### config.mk
export PLATFORM = sky130hd
export DESIGN_NAME = lemming_world_flat
export DESIGN_NICKNAME = d
export VERILOG_FILES = /design/src/rtl/lemming_world_if.sv /design/src/rtl/lemming_world.sv /design/src/flat_wrapper.sv
export SDC_FILE = /design/constraint.sdc
export NUM_CORES = 1
export LEC_CHECK = 0
export CAP_MARGIN = 20
export CORE_AREA = 3 3 86 88
export DETAILED_ROUTE_END_ITERATION = 10
export DIE_AREA = 0 0 89 91
export PLACE_DENSITY = 0.58
export SLEW_MARGIN = 30
export SYNTH_ARGS = -nofsm -noshare
export SYNTH_HDL_FRONTEND = slang
export SYNTH_SLANG_ARGS = --single-unit
export TNS_END_PERCENT = 1
### constraint.sdc
create_clock -name clk -period 5.1 [get_ports clk]
set_clock_uncertainty 0.15 [all_clocks]
set_input_delay 0.51 -clock clk [delete_from_list [all_inputs] [get_ports clk]]
set_output_delay 0.51 -clock clk [all_outputs]
set_load 0.02 [all_outputs]
### src/rtl/lemming_world_if.sv
// lemming_world_if: lemming <-> world signal bundle. master = lemming side (walk/aaah), slave = world side (bumps/ground).
interface lemming_world_if;
  logic walk_left;
  logic walk_right;
  logic aaah;
  logic bump_left;
  logic bump_right;
  logic ground;
  modport master (output walk_left, walk_right, aaah, input bump_left, bump_right, ground);
  modport slave (input walk_left, walk_right, aaah, output bump_left, bump_right, ground);
endinterface

### src/rtl/lemming_world.sv
// lemming_world: 1-D track environment (walls, self-filling holes) closing the loop around a walking-lemming FSM.
// Ports: clk, areset (async, active-high); lem = lemming bundle (walk_left/walk_right/aaah in, bump_left/bump_right/ground out);
// pos = lemming cell, falling = world in DROP, fall_count/step_count = saturating statistics, proto_err = sticky protocol violation.
module lemming_world #(
  parameter int TRACK_LEN = 16,
  parameter int POS_W = 4,
  parameter int START_POS = 8,
  parameter logic [TRACK_LEN-1:0] HOLE_MAP = 16'h0204,
  parameter int FALL_CYCLES = 3
) (
  input  logic             clk,
  input  logic             areset,
  lemming_world_if.slave   lem,
  output logic [POS_W-1:0] pos,
  output logic             falling,
  output logic [7:0]       fall_count,
  output logic [15:0]      step_count,
  output logic             proto_err
);
  typedef enum logic {STAND, DROP} state_t;
  localparam logic [TRACK_LEN-1:0] HOLE_INIT = HOLE_MAP & ~(TRACK_LEN'(1) << START_POS);
  localparam logic [POS_W-1:0] LAST = POS_W'(TRACK_LEN - 1);
  localparam logic [7:0] FALL_LAST = 8'(FALL_CYCLES - 1);
  state_t state;
  logic [TRACK_LEN-1:0] hole;
  logic [7:0] fall_cnt;
  logic multi, walking, go_left, go_right, move;
  logic [POS_W-1:0] next_pos;
  always_comb begin
    walking = lem.walk_left | lem.walk_right;
    multi = (lem.walk_left & lem.walk_right) | (walking & lem.aaah);
    go_left = state == STAND & !multi & lem.walk_left & pos != '0;
    go_right = state == STAND & !multi & lem.walk_right & pos != LAST;
    move = go_left | go_right;
    next_pos = go_left ? pos - POS_W'(1) : pos + POS_W'(1);
  end
  assign lem.ground = state == STAND;
  assign lem.bump_left = state == STAND & lem.walk_left & pos == '0;
  assign lem.bump_right = state == STAND & lem.walk_right & pos == LAST;
  assign falling = state == DROP;
  always_ff @(posedge clk or posedge areset) begin
    if (areset) begin
      state <= STAND;
      pos <= POS_W'(START_POS);
      hole <= HOLE_INIT;
      fall_cnt <= '0;
      fall_count <= '0;
      step_count <= '0;
      proto_err <= 1'b0;
    end else begin
      // the lemming gets exactly one DROP cycle to notice the missing ground
      if (multi | (state == DROP & walking & fall_cnt != '0)) proto_err <= 1'b1;
      if (state == STAND) begin
        if (move) begin
          pos <= next_pos;
          step_count <= step_count + 16'(step_count != '1);
          if (hole[next_pos]) begin
            state <= DROP;
            fall_cnt <= '0;
          end
        end
      end else begin
        fall_cnt <= fall_cnt + 8'd1;
        if (fall_cnt == FALL_LAST) begin
          hole[pos] <= 1'b0;
          fall_count <= fall_count + 8'(fall_count != '1);
          state <= STAND;
        end
      end
    end
  end
endmodule

### src/flat_wrapper.sv
// flat-port wrapper written by rule: the top's interface ports become plain ports
module lemming_world_flat 
#(
  parameter int TRACK_LEN = 16,
  parameter int POS_W = 4,
  parameter int START_POS = 8,
  parameter logic [TRACK_LEN-1:0] HOLE_MAP = 16'h0204,
  parameter int FALL_CYCLES = 3
)
  (clk, areset, pos, falling, fall_count, step_count, proto_err, lem_walk_left, lem_walk_right, lem_aaah, lem_bump_left, lem_bump_right, lem_ground);
  lemming_world_if lem_i ();
  input  logic clk;
  input  logic areset;
  output logic [POS_W-1:0] pos;
  output logic falling;
  output logic [7:0] fall_count;
  output logic [15:0] step_count;
  output logic proto_err;
  input wire logic [$bits(lem_i.walk_left)-1:0] lem_walk_left;
  input wire logic [$bits(lem_i.walk_right)-1:0] lem_walk_right;
  input wire logic [$bits(lem_i.aaah)-1:0] lem_aaah;
  output wire logic [$bits(lem_i.bump_left)-1:0] lem_bump_left;
  output wire logic [$bits(lem_i.bump_right)-1:0] lem_bump_right;
  output wire logic [$bits(lem_i.ground)-1:0] lem_ground;
  assign lem_i.walk_left = lem_walk_left;
  assign lem_i.walk_right = lem_walk_right;
  assign lem_i.aaah = lem_aaah;
  assign lem_bump_left = lem_i.bump_left;
  assign lem_bump_right = lem_i.bump_right;
  assign lem_ground = lem_i.ground;
  lemming_world #(.TRACK_LEN(TRACK_LEN), .POS_W(POS_W), .START_POS(START_POS), .HOLE_MAP(HOLE_MAP), .FALL_CYCLES(FALL_CYCLES)) u_core (.clk(clk), .areset(areset), .lem(lem_i), .pos(pos), .falling(falling), .fall_count(fall_count), .step_count(step_count), .proto_err(proto_err));
endmodule
# After elaboration in Yosys (flattened, before gate mapping)
# Cells that the tools add are included.
op_classes:
  add_sub_neg: 5
  order_cmp: 3
  n_eq_ne: 5
  mux: 12
  bitwise: 20
  reduce_logical: 10
op_table:
  columns: ["cell", "count"]
  rows:
  - ["8-bit two-way mux", 3]
  - ["16-bit by 1-bit adder with 16-bit output", 1]
  - ["16-bit AND", 1]
  - ["16-bit != test, second input constant", 1]
  - ["16-bit NOT", 1]
  - ["1-bit AND", 13]
  - ["4-bit by 5-bit < comparator with 1-bit output, second input constant", 2]
  - ["8-bit by 1-bit adder with 8-bit output", 1]
  - ["8-bit by 1-bit adder with 8-bit output, second input constant", 1]
  - ["8-bit by 2-bit equality test with 1-bit output, second input constant", 1]
  - ["8-bit != test, second input constant", 1]
  - ["8-bit nonzero test", 1]
  - ["1-bit two-way mux", 6]
  - ["2-bit AND reduction", 3]
  - ["4-bit by 1-bit adder with 4-bit output, second input constant", 1]
  - ["1-bit binary-select mux with 4-bit select", 1]
  - ["1-bit demux with 4-bit select", 1]
  - ["4-bit equality test, second input constant", 1]
  - ["4-bit by 1-bit greater-or-equal comparator with 1-bit output, second input constant", 1]
  - ["4-bit logical NOT", 1]
  - ["4-bit two-way mux", 1]
  - ["4-bit != test, second input constant", 1]
  - ["1-bit bitwise OR", 4]
  - ["2-bit nonzero test", 2]
  - ["other kinds (5)", 5]
totals:
  reg_bits: 54
  input_bits: 5
  output_inout_bits: 33
  word_cells: 62

# Logic depth before layout (Yosys ltp)
# Gate-level depths: netlist of run 1.
logic_depth:
  word_depth: 13
  ltp_mapped: 12
  ltp_nobuf: 11

# Worst setup path after synthesis of run 1
# No wires, ideal clock.
synth_timing:
  kind: "register to register"
  startpoint: "reg u_core.state (netlist: u_core.falling)"
  endpoint: "reg u_core.fall_cnt[2]"
  setup_ns: 0.134
  arrival_time_ns: 3.015
  t_required_ns: 4.816
  path_slack_ns: 1.801
  stages_incl_launch_ff: 13
  n_path_buf: 2
  period_less_slack_ns: 3.299
  path_cell_list: "dfrtp_1 > buf_6 > or4b_4 > buf_6 > a211oi_1 > a21o_1 > ha_1 > mux4_2 > inv_1 > a2111oi_2 > a2111oi_4 > a211oi_2 > nor2_1"
synth_via:
  elab_chain_len: 9
  word_cells_on_any_way: 14
  cone_classes: "4 x mux; 7 x bitwise; 3 x reduce/logical"
synth_lines:
  columns: ["item", "line", "source"]
  rows:
  - ["start: declaration", "lemming_world.sv:24", "state_t state;"]
  - ["start signal: assignment", "lemming_world.sv:43", "state <= STAND;"]
  - ["start signal: assignment", "lemming_world.sv:58", "state <= DROP;"]
  - ["start signal: assignment", "lemming_world.sv:67", "state <= STAND;"]
  - ["1-bit NOT", "lemming_world.sv:32", "go_left = state == STAND & !multi & lem.walk_left & pos != '0;"]
  - ["1-bit AND (3 in a row)", "lemming_world.sv:32", null]
  - ["4-bit two-way mux", "lemming_world.sv:35", "next_pos = go_left ? pos - POS_W'(1) : pos + POS_W'(1);"]
  - ["net u_core.next_pos[1]", "lemming_world.sv:28", "logic [POS_W-1:0] next_pos;"]
  - ["1-bit binary-select mux with 4-bit select", "lemming_world.sv:57", "if (hole[next_pos]) begin"]
  - ["1-bit two-way mux (not written as such)", "lemming_world.sv:57", null]
  - ["2-bit nonzero test (no line)", null, null]
  - ["2-bit AND reduction (no line)", null, null]
  - ["end signal: assignment", "lemming_world.sv:63", "fall_cnt <= fall_cnt + 8'd1;"]
  - ["end: declaration", "lemming_world.sv:26", "logic [7:0] fall_cnt;"]
# The timed path passes the listed nets, and every way through them passes these cells. The select of a mux whose other input is x is not followed.
# A chain may end at the register's enable or synchronous reset.

# Final worst setup path of run 1
layout_timing:
  startpoint: "in lem_walk_right"
  endpoint: "reg u_core.fall_cnt[4]"
layout_via:
  elab_chain_len: 12
  word_cells_on_any_way: 17
  cone_classes: "3 x mux; 10 x bitwise; 4 x reduce/logical"
layout_lines:
  columns: ["item", "line", "source"]
  rows:
  - ["start: declaration", "flat_wrapper.sv:20", "input wire logic [$bits(lem_i.walk_right)-1:0] lem_walk_right;"]
  - ["1-bit bitwise OR", "lemming_world.sv:30", "walking = lem.walk_left | lem.walk_right;"]
  - ["1-bit AND", "lemming_world.sv:31", "multi = (lem.walk_left & lem.walk_right) | (walking & lem.aaah);"]
  - ["1-bit bitwise OR (*)", "lemming_world.sv:31", null]
  - ["1-bit logical NOT (*)", "lemming_world.sv:32", null]
  - ["1-bit AND (*) (3 in a row)", "lemming_world.sv:32", null]
  - ["4-bit two-way mux (*)", "lemming_world.sv:35", null]
  - ["net u_core.next_pos[1]", "lemming_world.sv:28", null]
  - ["1-bit binary-select mux with 4-bit select (*)", "lemming_world.sv:57", null]
  - ["1-bit two-way mux (not written as such) (*)", "lemming_world.sv:57", null]
  - ["2-bit nonzero test (no line) (*)", null, null]
  - ["2-bit AND reduction (no line) (*)", null, null]
# Mark *: on every way through the listed nets, which the timed path passes. The rest lies on a longest branch. The select of a mux whose other input is x is not followed.

==> results of run 1 <==
-- flip-flops by register name (all words and copies together) (netlist names) --
name / count
u_core.hole: 16
u_core.fall_count: 8
u_core.step_count: 16
u_core.fall_cnt: 8
u_core.pos: 4
u_core.falling: 1
u_core.proto_err: 1
-- how the worst max path moves through the flow --
stage                     depth (start not counted)            from            endpoint
final                                            11  lem_walk_right  u_core.fall_cnt[4]
after global routing                             11  lem_walk_right  u_core.fall_cnt[3]
after CTS                                        11  lem_walk_right  u_core.fall_cnt[4]
after detailed placement                         11  lem_walk_right  u_core.fall_cnt[4]
after global placement                           11  lem_walk_right  u_core.fall_cnt[4]
after floorplan                                  12  u_core.falling  u_core.fall_cnt[2]
-- cells by family (layout without fill, tap and decap cells) --
| logic type | after synthesis | after routing |
|---|---|---|
| buf+inv | 22 | 59 |
| simple gates | 84 | 84 |
| xor+xnor | 27 | 27 |
| fa+ha+maj | 8 | 8 |
| compound gates | 39 | 39 |
| flops | 54 | 54 |
| mux | 11 | 11 |
-- through the flow --
| stage | hold slack, ps | util (%) | total power (W) | cells |
|---|---|---|---|---|
| after global placement | 325 | 46.6 | 0.00108 | 354 |
| after floorplan | 303 | - | 0.000922 | 245 |
| final | 336 | 48.0 | 0.00132 | 362 |
| after CTS | 341 | 48.0 | 0.00134 | 362 |
| after global routing | 353 | 48.0 | 0.00142 | 362 |
| after detailed placement | 328 | 46.6 | 0.00108 | 354 |
-- layout by cell type (no fill, tap or decap), drive strengths merged, types with 4 or more instances in the layout --
cell type / instances
clkbuf: 6
and3: 7
mux2: 5
xnor2: 16
nor3: 5
inv: 13
nand2: 22
a21boi: 9
clkdlybuf4s50: 37
dfrtp: 51
xor2: 11
nand3: 10
mux4: 4
nor2: 19
ha: 8
nand4: 8
-- cell usage after synthesis (all sizes together), types with 6 or more instances --
| master | instances | area share (%) |
|---|---|---|
| nand4 | 8 | 1.9 |
| nand2 | 22 | 3.1 |
| inv | 13 | 1.8 |
| xor2 | 11 | 3.6 |
| dfrtp | 51 | 47 |
| nor2 | 19 | 2.6 |
| ha | 8 | 3.7 |
| a21boi | 9 | 2.5 |
| and3 | 7 | 1.6 |
| xnor2 | 16 | 5.2 |
| nand3 | 10 | 1.9 |
| clkbuf | 6 | 0.83 |
-- where the power goes --
part	total, W	leakage [nW]	switching, W	internal, W
Combinational	0.000451	0.658	0.000238	0.000213
Clock	0.000254	0.0472	0.000145	0.000110
Sequential	0.000619	0.699	0.000126	0.000494
-- final cells by class --
type / instances / area share, %
tap: 80 / 3.10
multi-input combinational: 169 / 38.7
inverter: 13 / 1.51
sequential: 54 / 42.0
clock inverter: 2 / 0.388
timing repair buffer: 38 / 11.7
clock buffer: 6 / 2.56
-- routing by layer --
layer / share of wire [%] / GRT usage (%) / wire, um
met4: 1.4 / 4.47 / 80
met2: 48 / 22.2 / 2670
met3: 2.3 / 3.72 / 128
met1: 48 / 20.8 / 2640
met5: 0 / 0 / 0
-- worst max-delay path, cell delays in order --
cell             delay [ps]
clkdlybuf4s50_1         490
or4b_4                  640
a211oi_1                240
a21o_1                  110
ha_1                    300
mux4_2                  250
inv_1                    50
a2111oi_2               450
a2111oi_4               120
a211oi_2                430
nor2_1                  100
==> flow_metrics.tcl, run 1 <==
set metrics [dict create \
    status "finished clean" \
    critical_path_arrival_ps 3700 \
    wire_per_inst_um 15.3 \
    clock.fmax_mhz 273 \
    drc 0 \
    post_cts_resized 0 \
    drt-total-wl_um 5520 \
    floorplan.initialDensity_pct 40.2 \
    ys_ff_latch 54 \
    syn2layout_area_growth_pct 19.4 \
    rsz0062_at_grt "no" \
    timing.rr.start "u_core.falling" \
    antenna_found_initial 0 \
    pre_cts_ws_ps 1110 \
    ys_async_sr_fraction_pct 100 \
    nNetsFinal 294 \
    r2r_slack_ps 1490 \
    place_area_mm2 0.00313 \
    grt_pass1_vias 1918 \
    hold-path-endpoint "u_core.hole[2]" \
    die-area_mm2 0.00810 \
    drt_iter0_markers 83 \
    path_class "in -> reg" \
    htree_levels 2 \
    design_area_mm2 0.00323 \
    ys.flop_type "dfrtp_1" \
    drive_gt1_share_pct 8.87 \
    min_from "u_core.hole[2]" \
    slew_violations 0 \
    grtUsageTotal_pct 14.8 \
    netlist_area_mm2 0.00270 \
    diodes 0 \
    relSlewSlack_pct 54.0 \
    drt_pass1_iterations 4 \
    final-seq-area_mm2 0.00136 \
    cts_root_buf "clkbuf_8" \
    path_max_fanout 8 \
    grt_first_pass_wirelength_um 9430 \
    p_leak_nw 1.40 \
    cts_setup_buffers 0 \
    synth_simple_gate_area_share_pct 15.6 \
    worstRegToRegCells 10 \
    syn-instance-count 245 \
    grt_start_max_net_pins 55 \
    fp.dieW_um 89 \
    clk_path_buf_depth 2 \
    hpwl_um 3920 \
    syn_nets 258 \
    synth_compound_area_share_pct 11.9 \
    cts_sinks 54 \
    coreArea_mm2 0.00672 \
    synth.distinct_cells 46 \
    cts.hold.buffers_added 0 \
    cts_tree "done" \
    finalWorstSetupSlack_ps 1440 \
    port_buffers 37 \
    multi_input_comb_area_mm2 0.00125 \
    die_h_um 91 \
    synth_edf_count 0 \
    fin_crit_sh_pct 71.8 \
    post-route-min-period_ps 3660 \
    viasPerCell 5.31 \
    synth_xor_area_share_pct 8.75 \
    max_cap_viol_count 0 \
    clkLatencyLatePin_ps 320 \
    nFillCells 641 \
    avgSynthCellArea_um2 11.0 \
    finalSetupTns_ps 0 \
    r2r-end "u_core.fall_cnt[4]" \
    min_path_cells 1 \
    cts_made_buffers 5 \
    finalSetupViolCount 0 \
    synth_fa_ha_area_share_pct 3.71 \
    hold_viol_final 0 \
    start_kind "input pin" \
    ir_worst_vdd_v 0.000196 \
    muxShareOfSynthArea_pct 6.30 \
    vias 1922 \
    rows 30 \
    ys_warn_count 0 \
    clkTransAtPathRegs_ps 90 \
    tightestPinTransition_ps 691 \
    ant_nets 0 \
    hp-class "reg -> reg" \
    critPathCaptureType "register" \
    io_pins 38 \
    grt-ovfl-total 0 \
    gp_congestion 0.749 \
    power_density_mw_per_mm2 411 \
    ys_seq_area_share_pct 50.2 \
    synth_top_family_by_area "simple AND/OR/NAND/NOR gates" \
    worstPathRequired_ps 5140 \
]
(Power assumes the default switching activity.)
==> inputs of run 2 (changes only) <==
Settings changed: PLACE_DENSITY 0.58 to 0.6.
Clock period 5.1 ns to 3.1 ns, I/O delays scaled along.
==> run 2 against run 1 <==
First-iteration DRC count is 65% higher. Power is 89% higher. Cell count is 4.4% higher. Clock-buffer cell count stayed put. Design area is 7.4% higher. Global-route usage is 0.64 points higher. Non-clock buffer count is 16 higher.
==> flow_metrics.tcl, run 2 (synthesized netlist as in run 1, its figures left out) <==
set metrics [dict create \
    status "finished clean" \
    vias 1965 \
    post-route-min-period_ps 3040 \
    cpMaxStageDelayCell "or4b_4" \
    clk_path_buf_depth 2 \
    drt-total-wl_um 5800 \
    wire_per_inst_um 15.3 \
    nNetsFinal 310 \
    path_buf_inv 1 \
    hp-class "in -> async" \
    htree_levels 2 \
    slew_violations 0 \
    critical_path_arrival_ps 3110 \
    rows 30 \
    hpwl_um 4240 \
    cts_tree "done" \
    finalSetupViolCount 0 \
    ir_worst_vdd_v 0.000419 \
    critPathCaptureType "register" \
    place_area_mm2 0.00329 \
    drc 0 \
    start_kind "register" \
    holdWs_ps 222 \
    tightestPinTransition_ps 557 \
    viasPerCell 5.20 \
    clkLatencyLatePin_ps 300 \
    clkTransAtPathRegs_ps 90 \
    power_density_mw_per_mm2 722 \
    drt_iter0_markers 137 \
    crit_family "compound AO/OA/AOI/OAI gates" \
    cts_made_buffers 5 \
    cts.hold.buffers_added 0 \
    port_buffers 37 \
    fin_crit_sh_pct 98.0 \
    biggestRegsByFlops "u_core.hole (16), u_core.step_count (16)" \
    layout_common_cells "dfrtp_1, clkdlybuf4s50_1, nand2_1, nor2_1" \
    die-area_mm2 0.00810 \
    design_area_mm2 0.00346 \
    utilization_pct 51.6 \
    path_max_fanout 4 \
    cts_sinks 54 \
    slowest_delay_ps 520 \
    floorplan.initialDensity_pct 40.2 \
    clock.fmax_mhz 329 \
    final_common_cell "dfrtp_1" \
    rsz0062_at_grt "yes" \
    p_leak_nw 1.53 \
    gp_congestion 0.803 \
    relSlewSlack_pct 62.8 \
    grtUsageTotal_pct 15.4 \
    drive_gt1_share_pct 16.1 \
    io_pins 38 \
    max_cap_viol_count 0 \
    hold_viol_final 0 \
    antenna_found_initial 0 \
    grt_start_max_net_pins 30 \
    coreArea_mm2 0.00672 \
    syn2layout_area_growth_pct 28.3 \
    worstPathCellList "or4b_4, a211oi_2, a21o_1, ha_4, nor2_2, mux2_4, a211o_4, a2111oi_4, buf_4, a22oi_1, o31ai_1" \
    cts_setup_buffers 0 \
    die_h_um 91 \
    fp.dieW_um 89 \
    worstPathRequired_ps 3170 \
    grt-ovfl-total 0 \
    diodes 0 \
    grt_first_pass_wirelength_um 9870 \
    ant_nets 0 \
    cts_root_buf "clkbuf_8" \
    grt_pass1_vias 2045 \
    p_total_w 0.00250 \
    drt_pass1_iterations 4 \
    path_class "reg -> reg" \
]
## run 2: cell count changes in the layout (fill, tap and decap cells not counted), sizes merged
cell           change
buf               +16
clkdlybuf4s50      -3
dlymetal6s2s       +3
bufinv             +2
clkinv             -1
clkinvlp           -1
## run 2: stage by stage
step	worst slack, ps	instances	setup TNS [ps]
2_1_floorplan	-17.9	245	-107
3_3_place_gp	-267	370	-2300
3_5_place_dp	-340	370	-2850
4_1_cts	5.15	378	0
5_1_grt	-41.2	378	-90.2
6_report	62.8	378	0
## run 2: cell type report
cell class	instances	area, um2
Fill cell	617	3250
Timing Repair Buffer	54	518
Inverter	13	48.8
Tap cell	80	100
Clock buffer	6	82.6
Sequential cell	54	1360
Multi-Input combinational cell	169	1300
Clock inverter	2	60.1
## run 2: per-layer routing
| layer | global-route usage [%] | part of all wire (%) |
|---|---|---|
| met2 | 23.7 | 47 |
| met5 | 0 | 0 |
| met4 | 5.09 | 1.1 |
| met1 | 22.1 | 49 |
| met3 | 2.27 | 2.7 |
## run 2: path summary, 6_finish.rpt
check | startpoint | to | slack (ps) | cells after the start
worst max-delay path | u_core.falling | u_core.fall_cnt[1] | 60 | 11
worst min-delay path | areset | u_core.fall_cnt[6] | 220 | 2
worst max register to register | u_core.falling | u_core.fall_cnt[1] | 60 | 11
worst min register to register | u_core.hole[2] | u_core.hole[2] | 340 | 1
max in group asynchronous | areset | u_core.hole[2] | 1960 | 3
min in group clk | lem_aaah | u_core.proto_err | 240 | 4
## run 2: where the power goes
group	internal (W)	switching, W	leakage, nW
clock network	0.000344	0.000229	0.0714
logic	0.000463	0.000523	0.762
registers	0.000813	0.000130	0.697
total	0.00162	0.000882	1.53
## run 2: repair_timing
| action | 4_1_cts | 5_1_grt |
|---|---|---|
| cloned | 0 | 0 |
| pin swaps | 1 | 0 |
| setup endpoints to repair | 6 | 9 |
| resized for setup | 0 | 7 |
==> inputs of run 3 (changes only) <==
Settings changed: CORE_AREA 3 3 86 88 to 3 3 79 81, DIE_AREA 0 0 89 91 to 0 0 82 84, PLACE_DENSITY 0.6 to 0.71.
==> run 3 against run 2 <==
Global-route usage up 3.1 points. Non-clock buffer count is 1 lower. Critical path depth grew 1. Core utilization is 9.0 points higher. Cell count fell by 2.4%. Hold slack worse by 7.8 ps. Sequential share of layout area grew 1.3 points. Via count up 3.0%. Maximum frequency fell by 1.4%. Register-to-register slack about the same. Routed wire length is 1.2% lower. Die area shrank 15%. Critical endpoint is now u_core.falling. Largest cell class unchanged. Highest routed layer unchanged.
==> flow_metrics.tcl, run 3 (synthesized netlist as in run 1, its figures left out) <==
set metrics [dict create \
    status "finished clean" \
    r2r_slack_ps 70 \
    drt_iter0_markers 119 \
    clkTransAtPathRegs_ps 100 \
    antenna_found_initial 0 \
    design_area_mm2 0.00336 \
    critical_path_arrival_ps 3130 \
    utilization_pct 60.6 \
    floorplan.initialDensity_pct 48.8 \
    timing.rr.start "u_core.falling" \
    finalSetupTns_ps 0 \
    max_cap_viol_count 0 \
    seq_power_share_pct 40.9 \
    rsz0062_at_grt "yes" \
    clkLatencyLatePin_ps 310 \
    syn2layout_area_growth_pct 24.2 \
    drc 0 \
    switching_share_pct 38.2 \
    finalSetupViolCount 0 \
    ir_worst_vdd_v 0.000416 \
    clk_path_buf_depth 2 \
    diodes 0 \
    wire_per_inst_um 15.5 \
    hpwl_um 4210 \
    fin_crit_sh_pct 99.4 \
    p_leak_nw 1.47 \
    io_pins 38 \
    coreArea_mm2 0.00554 \
    worstRegToRegCells 11 \
    place_area_mm2 0.00326 \
    grt_pass1_vias 2119 \
    drt-total-wl_um 5730 \
    p_int_w 0.00141 \
    post-route-min-period_ps 3080 \
    clock.fmax_mhz 324 \
    die-area_mm2 0.00689 \
    final_common_cell "dfrtp_1" \
    drive_gt1_share_pct 14.1 \
    crit_end "u_core.falling" \
    r2r-end "u_core.falling" \
    power_density_mw_per_mm2 682 \
    cts_sinks 54 \
    clkPwrFrac_pct 17.0 \
    die_h_um 84 \
    fp.dieW_um 82 \
    nNetsFinal 309 \
    grtUsageTotal_pct 18.4 \
    layout_common_cells "dfrtp_1, clkdlybuf4s50_1, nand2_1, nor2_1, xnor2_1" \
    biggestRegsByFlops "u_core.hole (16), u_core.step_count (16)" \
    path_class "in -> reg" \
    pre_cts_ws_ps -297 \
    htree_levels 2 \
    crit_path_start "lem_walk_right" \
    hp-class "in -> async" \
    path_max_fanout 4 \
    critPathCaptureType "register" \
    viasPerCell 5.48 \
    hold_viol_final 0 \
    grt_start_max_net_pins 30 \
    worstPathRequired_ps 3150 \
    ant_nets 0 \
    finalWorstSetupSlack_ps 18.1 \
    slowest_delay_ps 570 \
    p_total_w 0.00229 \
    path_depth 12 \
    cp_common_cell "nor2_1" \
    crit_family "compound AO/OA/AOI/OAI gates" \
    cts_made_buffers 5 \
    cts_root_buf "clkbuf_8" \
    grt-ovfl-total 0 \
    relSlewSlack_pct 59.4 \
    vias 2023 \
    tightestPinTransition_ps 604 \
    grt_first_pass_wirelength_um 9930 \
    cts_tree "done" \
    gp_congestion 0.770 \
    worstPathCellList "clkdlybuf4s50_1, or4b_4, a211oi_2, a21o_1, ha_2, nor2_1, mux2_4, a211o_1, a2111oi_4, buf_4, nor2_1, o21a_1" \
    start_kind "input pin" \
    drt_pass1_iterations 4 \
    path_buf_inv 2 \
    cpMaxStageDelayCell "or4b_4" \
    port_buffers 37 \
    power_switching_w 0.000875 \
    slew_violations 0 \
    p_comb_share_pct 42.1 \
    rows 27 \
    cts.hold.buffers_added 0 \
]
==> run 3: changes by cell type in the layout (fill, tap and decap cells not counted), moves of 2 or more <==
cell,delta
bufinv_16,-2
clkbuf_1,+2
clkdlybuf4s50_1,+3
dlymetal6s2s_1,-3
==> run 3: metal layers <==
metal	up-vias	global-route usage (%)	wire length, um
met1	1017	23.7	2610
met5	-	0	0
li1	968	-	-
met3	7	4.21	200
met2	31	30.4	2830
met4	0	5.74	97
==> run 3: area by class of cell <==
type                    instances  area (um2)
fillers                       471        2180
flip-flops and latches         54        1360
multi-input cells             169        1270
repair buffers                 53         503
well taps                      72        90.1
clock buffers                   7        76.3
inverters                      13        48.8
clock inverters                 1        7.51
==> run 3: power by group through the flow <==
stage	logic, W	registers, W	clock network, W
after CTS	0.000964	0.000936	0.000397
final	0.000963	0.000935	0.000389
after global routing	0.00105	0.000955	0.000432
after detailed placement	0.000960	0.000947	0
after global placement	0.000946	0.000942	0
after floorplan	0.000538	0.00100	0
==> run 3: repair_timing <==
item / CTS / global route
setup endpoints to repair: 0 / 9
resized for setup: 0 / 0
setup buffers: 0 / 1
==> run 3: worst register-to-register path: cells and delay by family, from the launching register on <==
| kind | cells | cell delay, ps |
|---|---|---|
| adders and majority gates | 1 | 190 |
| buffers and inverters | 1 | 190 |
| muxes | 1 | 280 |
| DFF | 1 | 430 |
| and+or+nand+nor | 3 | 600 |
| AOI/OAI and AO/OA | 5 | 1080 |
==> run 3: per-stage QoR <==
stage | cells | hold WS [ps]
after floorplan | 245 | 287
after detailed placement | 360 | 314
after global routing | 369 | 258
final | 369 | 214
after CTS | 368 | 227
after global placement | 360 | 313
==> run 3: how the worst min path moves through the flow <==
stage | start | endpoint | slack (ps) | cells after the start
finish | areset | u_core.fall_cnt[0] | 210 | 2
global route | areset | u_core.fall_cnt[0] | 260 | 2
CTS | areset | u_core.fall_cnt[0] | 230 | 2
detailed placement | u_core.proto_err | u_core.proto_err | 310 | 2
global placement | u_core.proto_err | u_core.proto_err | 310 | 2
floorplan | lem_walk_right | u_core.proto_err | 290 | 2
